===== config.mk =====
export PLATFORM = sky130hd
export DESIGN_NAME = hp_class
export DESIGN_NICKNAME = d
export VERILOG_FILES = /design/src/rtl/hp_class.sv
export SDC_FILE = /design/constraint.sdc
export NUM_CORES = 1
export LEC_CHECK = 0
export ABC_AREA = 1
export CAP_MARGIN = 30
export CELL_PAD_IN_SITES_DETAIL_PLACEMENT = 1
export CELL_PAD_IN_SITES_GLOBAL_PLACEMENT = 1
export CORE_UTILIZATION = 36
export DETAILED_ROUTE_END_ITERATION = 7
export PLACE_DENSITY_LB_ADDON = 0.15
export SLEW_MARGIN = 10
export SYNTH_ARGS = -nofsm -noshare
export SYNTH_HDL_FRONTEND = slang
export SYNTH_SLANG_ARGS = --single-unit

===== constraint.sdc =====
create_clock -name clk -period 4.1 [get_ports clk]
set_input_delay 0.41 -clock clk [delete_from_list [all_inputs] [get_ports clk]]
set_output_delay 0.41 -clock clk [all_outputs]
set_load 0.05 [all_outputs]

===== src/rtl/hp_class.sv =====
// Registered binary16 classifier/unpacker: one-hot class flags, unbiased exponent and
// an 11-bit significand with explicit leading bit, normalized for subnormals.
module hp_class (
    input  logic               clk,
    input  logic               rst,
    input  logic [15:0]        f,
    output logic               snan,
    output logic               qnan,
    output logic               inf,
    output logic               zero,
    output logic               normal,
    output logic               subnormal,
    output logic signed [6:0]  fExp,
    output logic [10:0]        fSig
);

    logic [4:0]  exp_field;
    logic [9:0]  man;
    logic        exp_max;
    logic        exp_min;
    logic        man_nz;

    assign exp_field = f[14:10];
    assign man       = f[9:0];
    assign exp_max   = &exp_field;
    assign exp_min   = ~|exp_field;
    assign man_nz    = |man;

    logic is_snan;
    logic is_qnan;
    logic is_inf;
    logic is_zero;
    logic is_sub;
    logic is_norm;

    assign is_snan = exp_max & man_nz & ~man[9];
    assign is_qnan = exp_max & man[9];
    assign is_inf  = exp_max & ~man_nz;
    assign is_zero = exp_min & ~man_nz;
    assign is_sub  = exp_min & man_nz;
    assign is_norm = ~exp_max & ~exp_min;

    // Leading-zero count of {1'b0, man}; 11 only for man == 0, which never reaches the shifter output.
    logic [3:0] lzc;

    always_comb begin
        lzc = 4'd11;
        casez (man)
            10'b1?????????: lzc = 4'd1;
            10'b01????????: lzc = 4'd2;
            10'b001???????: lzc = 4'd3;
            10'b0001??????: lzc = 4'd4;
            10'b00001?????: lzc = 4'd5;
            10'b000001????: lzc = 4'd6;
            10'b0000001???: lzc = 4'd7;
            10'b00000001??: lzc = 4'd8;
            10'b000000001?: lzc = 4'd9;
            10'b0000000001: lzc = 4'd10;
            default:        lzc = 4'd11;
        endcase
    end

    logic [10:0] shift_in;
    logic [10:0] shift_1;
    logic [10:0] shift_2;
    logic [10:0] shift_4;
    logic [10:0] sub_sig;

    assign shift_in = {1'b0, man};
    assign shift_1  = lzc[0] ? {shift_in[9:0], 1'b0} : shift_in;
    assign shift_2  = lzc[1] ? {shift_1[8:0], 2'b00} : shift_1;
    assign shift_4  = lzc[2] ? {shift_2[6:0], 4'h0}  : shift_2;
    assign sub_sig  = lzc[3] ? {shift_4[2:0], 8'h00} : shift_4;

    // 7'd114 is -14 in 7-bit two's complement; subtracting the shift gives -15..-24.
    logic [6:0] sub_exp;
    logic [6:0] norm_exp;

    assign sub_exp  = 7'd114 - {3'd0, lzc};
    assign norm_exp = {2'b00, exp_field} - 7'd15;

    logic [5:0]  next_flags;
    logic [6:0]  next_exp;
    logic [10:0] next_sig;

    always_comb begin
        next_flags = {is_snan, is_qnan, is_inf, is_zero, is_sub, is_norm};
        next_exp   = 7'd16;
        next_sig   = {1'b1, man};
        if (is_norm) begin
            next_exp = norm_exp;
        end else if (is_sub) begin
            next_exp = sub_exp;
            next_sig = sub_sig;
        end else if (is_zero) begin
            next_exp = 7'd114;
            next_sig = 11'd0;
        end
    end

    always_ff @(posedge clk) begin
        if (rst) begin
            snan      <= 1'b0;
            qnan      <= 1'b0;
            inf       <= 1'b0;
            zero      <= 1'b0;
            subnormal <= 1'b0;
            normal    <= 1'b0;
            fExp      <= 7'sd0;
            fSig      <= 11'd0;
        end else begin
            {snan, qnan, inf, zero, subnormal, normal} <= next_flags;
            fExp <= next_exp;
            fSig <= next_sig;
        end
    end

endmodule


==> impl_metrics.ini, run 1 <==
[die]
ios = 42
coreArea_mm2 = 0.00406
dieHeight_um = 67.5
die_x_um = 67.5
rows = 23
die_area_mm2 = 0.00455
start_util = 0.381

[clock_tree]
clk_pin_slew_worst_paths_ps = 80
clock_path_buffers = 2
cts.htree.levels = 1
postCtsHoldBufs = 0
cts_repair_resize_count = 0
cts_inserted_buffers = 3
cts_tree = yes
post_cts_buffers = 0
cts_sinks = 23
cts_root_buffer = clkbuf_8

[setup_path]
arrival_ps = 2990
required_ps = 4270
critPathMaxFanout = 14
cp-end-kind = flop
startpoint_type = input pin
path_class = in2reg

[route]
wl_met1_um = 2170
post_drt_wl_per_cell_um = 14.3
drt_iter0_markers = 72
drc = 0
first_pass_iters = 4
route.vias.total = 1649
route.met3.wl_um = 115
routed.top_layer = met4
met2_length_um = 2200
vias_per_cell = 5.22
ant_nets = 0
wirelength_um = 4530

[sta]
holdWs_ps = 807
finalSetupViolCount = 0
layout_worst_path_cycle_share = 0.687
fin_ws_ps = 1280
relSlewSlack = 0.494
post-route-min-period_ps = 2820
tightest_slew_ps = 756
tns_ps = 0
rsz0062_at_grt = false
max_freq_mhz = 355
hold_viol = 0
report.final.slew_viol_count = 0

[cells_and_area]
final_common_cell = nand2_1
drive_above_1_share = 0.113
syn2layout_area_growth_pct = 28.0
num_antenna_cells = 0
nets = 289
layout_common_cells = nand2_1 (54), clkdlybuf4s50_1 (40), nand3_1 (30)

[synthesis]
yosysWarnings = 0
synth_area_per_cell_um2 = 6.68
mappedNetlistArea_mm2 = 0.00154
ys_ff_latch = 23
syn_nets = 253
ys_types = 34
ys_seq_area_frac = 0.298
synthCells = 231

[power]
p_comb_frac = 0.315
powerDensity_mw_per_mm2 = 279
ir_worst_vdd_v = 0.000114
swShare = 0.346
seqPwrFrac = 0.430
p_int_w = 0.000361
p_leak_nw = 0.879
p_switching_w = 0.000191
p_clk_frac = 0.255

[global_routing]
grt_pass1_vias = 1623
antenna_found_initial = 0
overflow = 0
grt_max_degree = 19
grt_pass1_wl_um = 7600
grt_use_total = 0.222

[placed_design]
place_hpwl_um = 3580
io_buffers = 40
place_congestion = 0.880
post-place-ws_ps = 1040

[hold_path]
hold_class = in2reg
hold-path-cell-count = 2

[status]
outcome = complete, no violations

[job]
cap_viol_max_count = 0
## critical path, stage by stage
cell,delay (ps)
clkdlybuf4s50_1,680
nor2_1,90
nand2_1,140
nor2_1,70
nand2_2,260
nand4_1,510
inv_2,350
nand3_1,130
nand3_1,80
o211ai_1,120
nand2_1,90
inv_1,40
## state kept, by name, summed over array words and instances, names as in the netlist
signal,flops
snan,1
zero,1
inf,1
fExp,6
subnormal,1
normal,1
fSig,11
qnan,1
## power by group through the flow
stage | clock network, W | registers (W) | logic (W)
after global placement | 0 | 0.000242 | 0.000173
after CTS | 0.000146 | 0.000238 | 0.000175
after global routing | 0.000154 | 0.000239 | 0.000189
final | 0.000141 | 0.000237 | 0.000174
after detailed placement | 0 | 0.000243 | 0.000174
after floorplan | 0 | 0.000284 | 0.0000766
## kinds of logic after synthesis
kind of cell,Yosys count,share of synthesized area
buffers and inverters,39,0.122
AND/OR/NAND/NOR,135,0.416
AO/OA/AOI/OAI,29,0.126
flip-flops,23,0.298
adder cells (fa/ha/maj),4,0.0324
XOR/XNOR,1,0.00567
## synthesized netlist by cell type (all sizes together)
library cell / n / area (µm²)
nor2: 30 / 143
o21ai: 9 / 48.8
nand4: 5 / 46.3
clkbuf: 2 / 7.51
o41ai: 1 / 8.76
buf: 7 / 68.8
o211ai: 2 / 15.0
a22oi: 1 / 7.51
nand3: 31 / 160
a21oi: 13 / 76.3
ha: 4 / 50.1
xor2: 1 / 8.76
nand2: 59 / 239
o32ai: 1 / 8.76
nor4: 1 / 6.26
dfxtp: 23 / 460
or2: 2 / 12.5
nor3: 7 / 35.0
inv: 30 / 113
o31ai: 2 / 28.8
## path summary, 6_finish.rpt
| path | from | endpoint | slack, ps |
|---|---|---|---|
| min | f[14] | fExp[5]$_SDFF_PP0_ | 810 |
| max | f[4] | fSig[6]$_SDFF_PP0_ | 1280 |
## area by class of cell
class                           instances  area (µm²)
Multi-Input combinational cell        169         895
Clock inverter                          1        5.00
Inverter                               30         113
Clock buffer                            3        41.3
Tap cell                               50        62.6
Fill cell                             547        2080
Timing Repair Buffer                   40         400
Sequential cell                        23         460
## through the flow
stage,power [W],instance area (µm²),instances,util
detailed placement,0.000417,1930,312,0.476
CTS,0.000559,1980,316,0.487
floorplan,0.000360,1540,231,-
global placement,0.000415,1930,312,0.476
global route,0.000582,1980,316,0.487
finish,0.000552,1980,316,0.487
## layer usage
layer | vias up | track usage
li1 | 820 | -
met1 | 795 | 0.278
met4 | 0 | 0.0505
met2 | 30 | 0.396
met5 | - | 0
met3 | 4 | 0.0304
Note: power is estimated with default switching activity, not from simulation.
==> run 2, diff against run 1 <==
--- a/config.mk
+++ b/config.mk
@@ -9,7 +9,7 @@
 export CAP_MARGIN = 30
 export CELL_PAD_IN_SITES_DETAIL_PLACEMENT = 1
 export CELL_PAD_IN_SITES_GLOBAL_PLACEMENT = 1
-export CORE_UTILIZATION = 36
+export CORE_UTILIZATION = 33
 export DETAILED_ROUTE_END_ITERATION = 7
 export PLACE_DENSITY_LB_ADDON = 0.15
 export SLEW_MARGIN = 10
==> constraint.sdc (replaced) <==
create_clock -name clk -period 2.8 [get_ports clk]
set_input_delay 0.28 -clock clk [delete_from_list [all_inputs] [get_ports clk]]
set_output_delay 0.28 -clock clk [all_outputs]
set_load 0.05 [all_outputs]
==> run 2 against run 1 <==
  * Combinational power increased by 56%
  * Utilization decreased by 0.99 points
  * Non-clock buffer count increased by 17
  * Highest routed layer unchanged
==> impl_metrics.ini, run 2 (synthesis gave the netlist of run 1 again) <==
[sta]
max_freq_mhz = 437
tightest_slew_ps = 507
rsz0062_at_grt = false
tns_ps = 0
fin_ws_ps = 514
report.final.slew_viol_count = 0
finalSetupViolCount = 0
layout_worst_path_cycle_share = 0.816
post-route-min-period_ps = 2290
relSlewSlack = 0.661
hold_viol = 0

[setup_path]
required_ps = 2990
path_class = in2reg
critPathMaxFanout = 11
cp-end-kind = flop
startpoint_type = input pin
arrival_ps = 2480

[power]
ir_worst_vdd_v = 0.000158
powerDensity_mw_per_mm2 = 392
p_leak_nw = 0.959

[global_routing]
grt_pass1_vias = 1814
grt_max_degree = 19
grt_pass1_wl_um = 8770
grt_use_total = 0.224
overflow = 0
antenna_found_initial = 0

[job]
cap_viol_max_count = 0

[route]
drt_iter0_markers = 57
wl_met1_um = 2280
route.met3.wl_um = 157
vias_per_cell = 5.11
route.vias.total = 1711
post_drt_wl_per_cell_um = 14.8
drc = 0
met2_length_um = 2440
wirelength_um = 4970
routed.top_layer = met4
ant_nets = 0
first_pass_iters = 4

[die]
start_util = 0.350
die_area_mm2 = 0.00496
dieHeight_um = 70.4
die_x_um = 70.4
ios = 42
rows = 24
coreArea_mm2 = 0.00441

[placed_design]
io_buffers = 40
post-place-ws_ps = 227
place_congestion = 0.852
place_hpwl_um = 4060
place_area_mm2 = 0.00206

[cells_and_area]
finalInstanceArea_mm2 = 0.00211
nets = 306
reg_top3 = fSig x11, fExp x6
largest_register_ffs = 11
syn2layout_area_growth_pct = 36.5
largest_register = fSig
num_antenna_cells = 0
drive_above_1_share = 0.166
layout_common_cells = nand2_1 (54), clkdlybuf4s50_1 (40), nand3_1 (30)
final_common_cell = nand2_1

[status]
outcome = complete, no violations

[clock_tree]
clk_pin_slew_worst_paths_ps = 80
cts_repair_resize_count = 0
cts_inserted_buffers = 3
cts_sinks = 23
post_cts_buffers = 0
cts.htree.levels = 1
cts_tree = yes
clock_path_buffers = 2
cts_root_buffer = clkbuf_8
postCtsHoldBufs = 0

[hold_path]
hold_class = in2reg
==> run 2: changes by cell type in the layout (fill, tap and decap cells not counted) <==
cell	delta
buf_4	+17
==> run 2: layout make-up <==
class / instances / area [µm²]
flip-flops and latches: 23 / 460
repair buffers: 57 / 528
clock buffers: 3 / 41.3
multi-input cells: 169 / 895
well taps: 52 / 65.1
fillers: 585 / 2310
inverters: 30 / 113
clock inverters: 1 / 5.00
==> run 2: path summary, 6_finish.rpt <==
kind	start	endpoint	slack, ps	cells after the start
min	f[14]	fExp[5]$_SDFF_PP0_	680	2
max	f[6]	fExp[2]$_SDFF_PP0_	510	12
==> run 2: per-stage QoR <==
stage / utilization / hold slack [ps] / total power [W] / cells
4_1_cts: 0.477 / 681 / 0.000834 / 335
2_1_floorplan: - / 352 / 0.000528 / 231
3_3_place_gp: 0.467 / 932 / 0.000624 / 331
5_1_grt: 0.477 / 696 / 0.000876 / 335
3_5_place_dp: 0.467 / 955 / 0.000629 / 331
6_report: 0.477 / 678 / 0.000826 / 335
==> run 2: layer usage <==
layer,up-vias,GRT usage
met5,-,0
met3,9,0.0188
met4,0,0.0556
li1,858,-
met1,801,0.284
met2,43,0.402
==> run 2: worst max-delay path: stages <==
cell,delay [ps]
clkdlybuf4s50_1,510
nor2_1,180
nand2_1,140
nor2_1,150
nand2_2,150
nand4_1,150
buf_4,200
ha_1,170
inv_1,50
a21oi_1,210
o21ai_0,130
a21oi_1,160
==> run 2: power breakdown <==
group | internal, W | switching (W) | total (W)
registers | 0.000344 | 0.00000440 | 0.000348
logic | 0.0000991 | 0.000173 | 0.000272
clock network | 0.0000993 | 0.000106 | 0.000205
total | 0.000542 | 0.000283 | 0.000826
==> run 3, diff against run 2 <==
--- a/config.mk
+++ b/config.mk
@@ -9,7 +9,7 @@
 export CAP_MARGIN = 30
 export CELL_PAD_IN_SITES_DETAIL_PLACEMENT = 1
 export CELL_PAD_IN_SITES_GLOBAL_PLACEMENT = 1
-export CORE_UTILIZATION = 33
+export CORE_UTILIZATION = 30
 export DETAILED_ROUTE_END_ITERATION = 7
 export PLACE_DENSITY_LB_ADDON = 0.15
 export SLEW_MARGIN = 10
==> constraint.sdc (replaced) <==
create_clock -name clk -period 1.9 [get_ports clk]
set_input_delay 0.19 -clock clk [delete_from_list [all_inputs] [get_ports clk]]
set_output_delay 0.19 -clock clk [all_outputs]
set_load 0.05 [all_outputs]
==> run 3 against run 2 <==
  * Final cell count rose by 17%
  * Highest routed layer unchanged
  * Count of clock-buffer cells in the layout is the same
  * Flip-flop and latch count unchanged
  * Utilization rose by 4.6 points
  * Via count increased by 9.4%
  * Critical path depth decreased by 1
  * Sequential share of layout area is 3.7 points lower
  * Cell area is 20% higher
  * Clock power increased by 48%
  * Largest cell class unchanged
  * Sequential power up 47%
==> impl_metrics.ini, run 3 (synthesis gave the netlist of run 1 again) <==
[die]
rows = 25
ios = 42
die_x_um = 73.7
dieHeight_um = 73.7
start_util = 0.318
coreArea_mm2 = 0.00485
die_area_mm2 = 0.00544

[setup_path]
arrival_ps = 1980
crit_slowest_cell = clkdlybuf4s50_1
path_cells = clkdlybuf4s50_1 > buf_4 > nand3_1 > nor2_1 > nand2_1 > nand4_1 > ha_2 > inv_1 > a21oi_2 > o21ai_1 > a21oi_1
critPathMaxFanout = 3
required_ps = 2090
critPathMaxStageDelay_ps = 490
path_class = in2reg
crit_end = fExp[2]$_SDFF_PP0_
critPathLaunch = f[0]
cp-end-kind = flop
startpoint_type = input pin

[sta]
tightest_slew_ps = 518
report.final.slew_viol_count = 0
hold_viol = 0
relSlewSlack = 0.654
max_freq_mhz = 561
finalSetupViolCount = 0
post-route-min-period_ps = 1780
layout_worst_path_cycle_share = 0.938

[clock_tree]
clk_pin_slew_worst_paths_ps = 80
cts_tree = yes
cts.htree.levels = 1
cts_inserted_buffers = 3
clock_path_buffers = 2
cts_root_buffer = clkbuf_8
cts_sinks = 23
postCtsHoldBufs = 0

[power]
ir_worst_vdd_v = 0.000246
p_comb_frac = 0.367
p_int_w = 0.000847
seqPwrFrac = 0.397
powerDensity_mw_per_mm2 = 508
swShare = 0.344
p_clk_frac = 0.236
p_switching_w = 0.000444
p_leak_nw = 1.22

[cells_and_area]
nets = 347
finalInstanceArea_mm2 = 0.00254
reg_top3 = fSig x11, fExp x6
largest_register = fSig
largest_register_ffs = 11
syn2layout_area_growth_pct = 64.4
final_common_cell = buf_4
layout_common_cells = buf_4 (55), nand2_1 (51), clkdlybuf4s50_1 (33)
drive_above_1_share = 0.336
num_antenna_cells = 0
stdcell_count = 391

[placed_design]
place_hpwl_um = 4450
place_area_mm2 = 0.00238
io_buffers = 40
place_congestion = 0.891
dp.cells = 385

[route]
wirelength_um = 5450
first_pass_iters = 4
route.vias.total = 1872
ant_nets = 0
drc = 0
post_drt_wl_per_cell_um = 13.9
vias_per_cell = 4.79
drt_iter0_markers = 24

[global_routing]
antenna_found_initial = 0
overflow = 0
grt_pass1_wl_um = 8710
grt_pass1_vias = 1815
grt_max_degree = 14
grt_use_total = 0.213

[status]
outcome = complete, no violations

[hold_path]
hold-path-cell-count = 4
hold_class = in2reg

[job]
cap_viol_max_count = 0
==> run 3: stage by stage <==
| stage | total power [W] | TNS [ps] | worst slack, ps | utilization | hold slack, ps |
|---|---|---|---|---|---|
| 2_1_floorplan | 0.000778 | 0 | 318 | - | 262 |
| 3_3_place_gp | 0.000972 | -3190 | -339 | 0.492 | 905 |
| 3_5_place_dp | 0.000979 | -3670 | -353 | 0.492 | 895 |
| 4_1_cts | 0.00129 | 0 | 5.93 | 0.501 | 483 |
| 5_1_grt | 0.00135 | -8.66 | -8.66 | 0.524 | 448 |
| 6_report | 0.00129 | 0 | 118 | 0.524 | 446 |
==> run 3: worst max-delay path, delay by kind of cell <==
kind            cells  cell delay, ps
buf+inv             3             690
simple gates        4             460
compound gates      3             420
fa+ha+maj           1             220
==> run 3: power by group through the flow <==
stage	sequential, W	clock (W)	combinational (W)
after global placement	0.000523	0	0.000449
after global routing	0.000515	0.000328	0.000510
final	0.000513	0.000304	0.000474
after floorplan	0.000612	0	0.000165
after detailed placement	0.000525	0	0.000454
after CTS	0.000514	0.000322	0.000455
==> run 3: layout make-up <==
type | instances | area, µm²
fill | 648 | 2310
timing repair buffer | 98 | 866
clock buffer | 3 | 41.3
tap | 67 | 83.8
inverter | 30 | 113
clock inverter | 1 | 5.00
sequential | 23 | 460
multi-input combinational | 169 | 970
==> run 3: worst min-delay path by stage <==
stage / start / end / slack, ps
finish: f[7] / fSig[7]$_SDFF_PP0_ / 450
global route: f[7] / fSig[7]$_SDFF_PP0_ / 450
CTS: f[9] / snan$_SDFF_PP0_ / 480
detailed placement: f[14] / fExp[5]$_SDFF_PP0_ / 900
global placement: f[14] / fExp[5]$_SDFF_PP0_ / 910
floorplan: f[9] / snan$_SDFF_PP0_ / 260
==> run 3: timing repair <==
item,CTS,global route
gates resized for setup,5,29
endpoints found under the hold margin,0,0
setup buffers,0,2
endpoints found under the setup margin,7,13
pin swaps,1,7
==> run 3: routing by layer <==
layer / wire length, µm / track usage / vias to the layer above / share of wire
met4: 61 / 0.0577 / 0 / 0.011
met3: 221 / 0.0274 / 6 / 0.041
met1: 2520 / 0.270 / 876 / 0.46
met5: 0 / 0 / - / 0
met2: 2650 / 0.378 / 47 / 0.49
li1: - / - / 943 / -
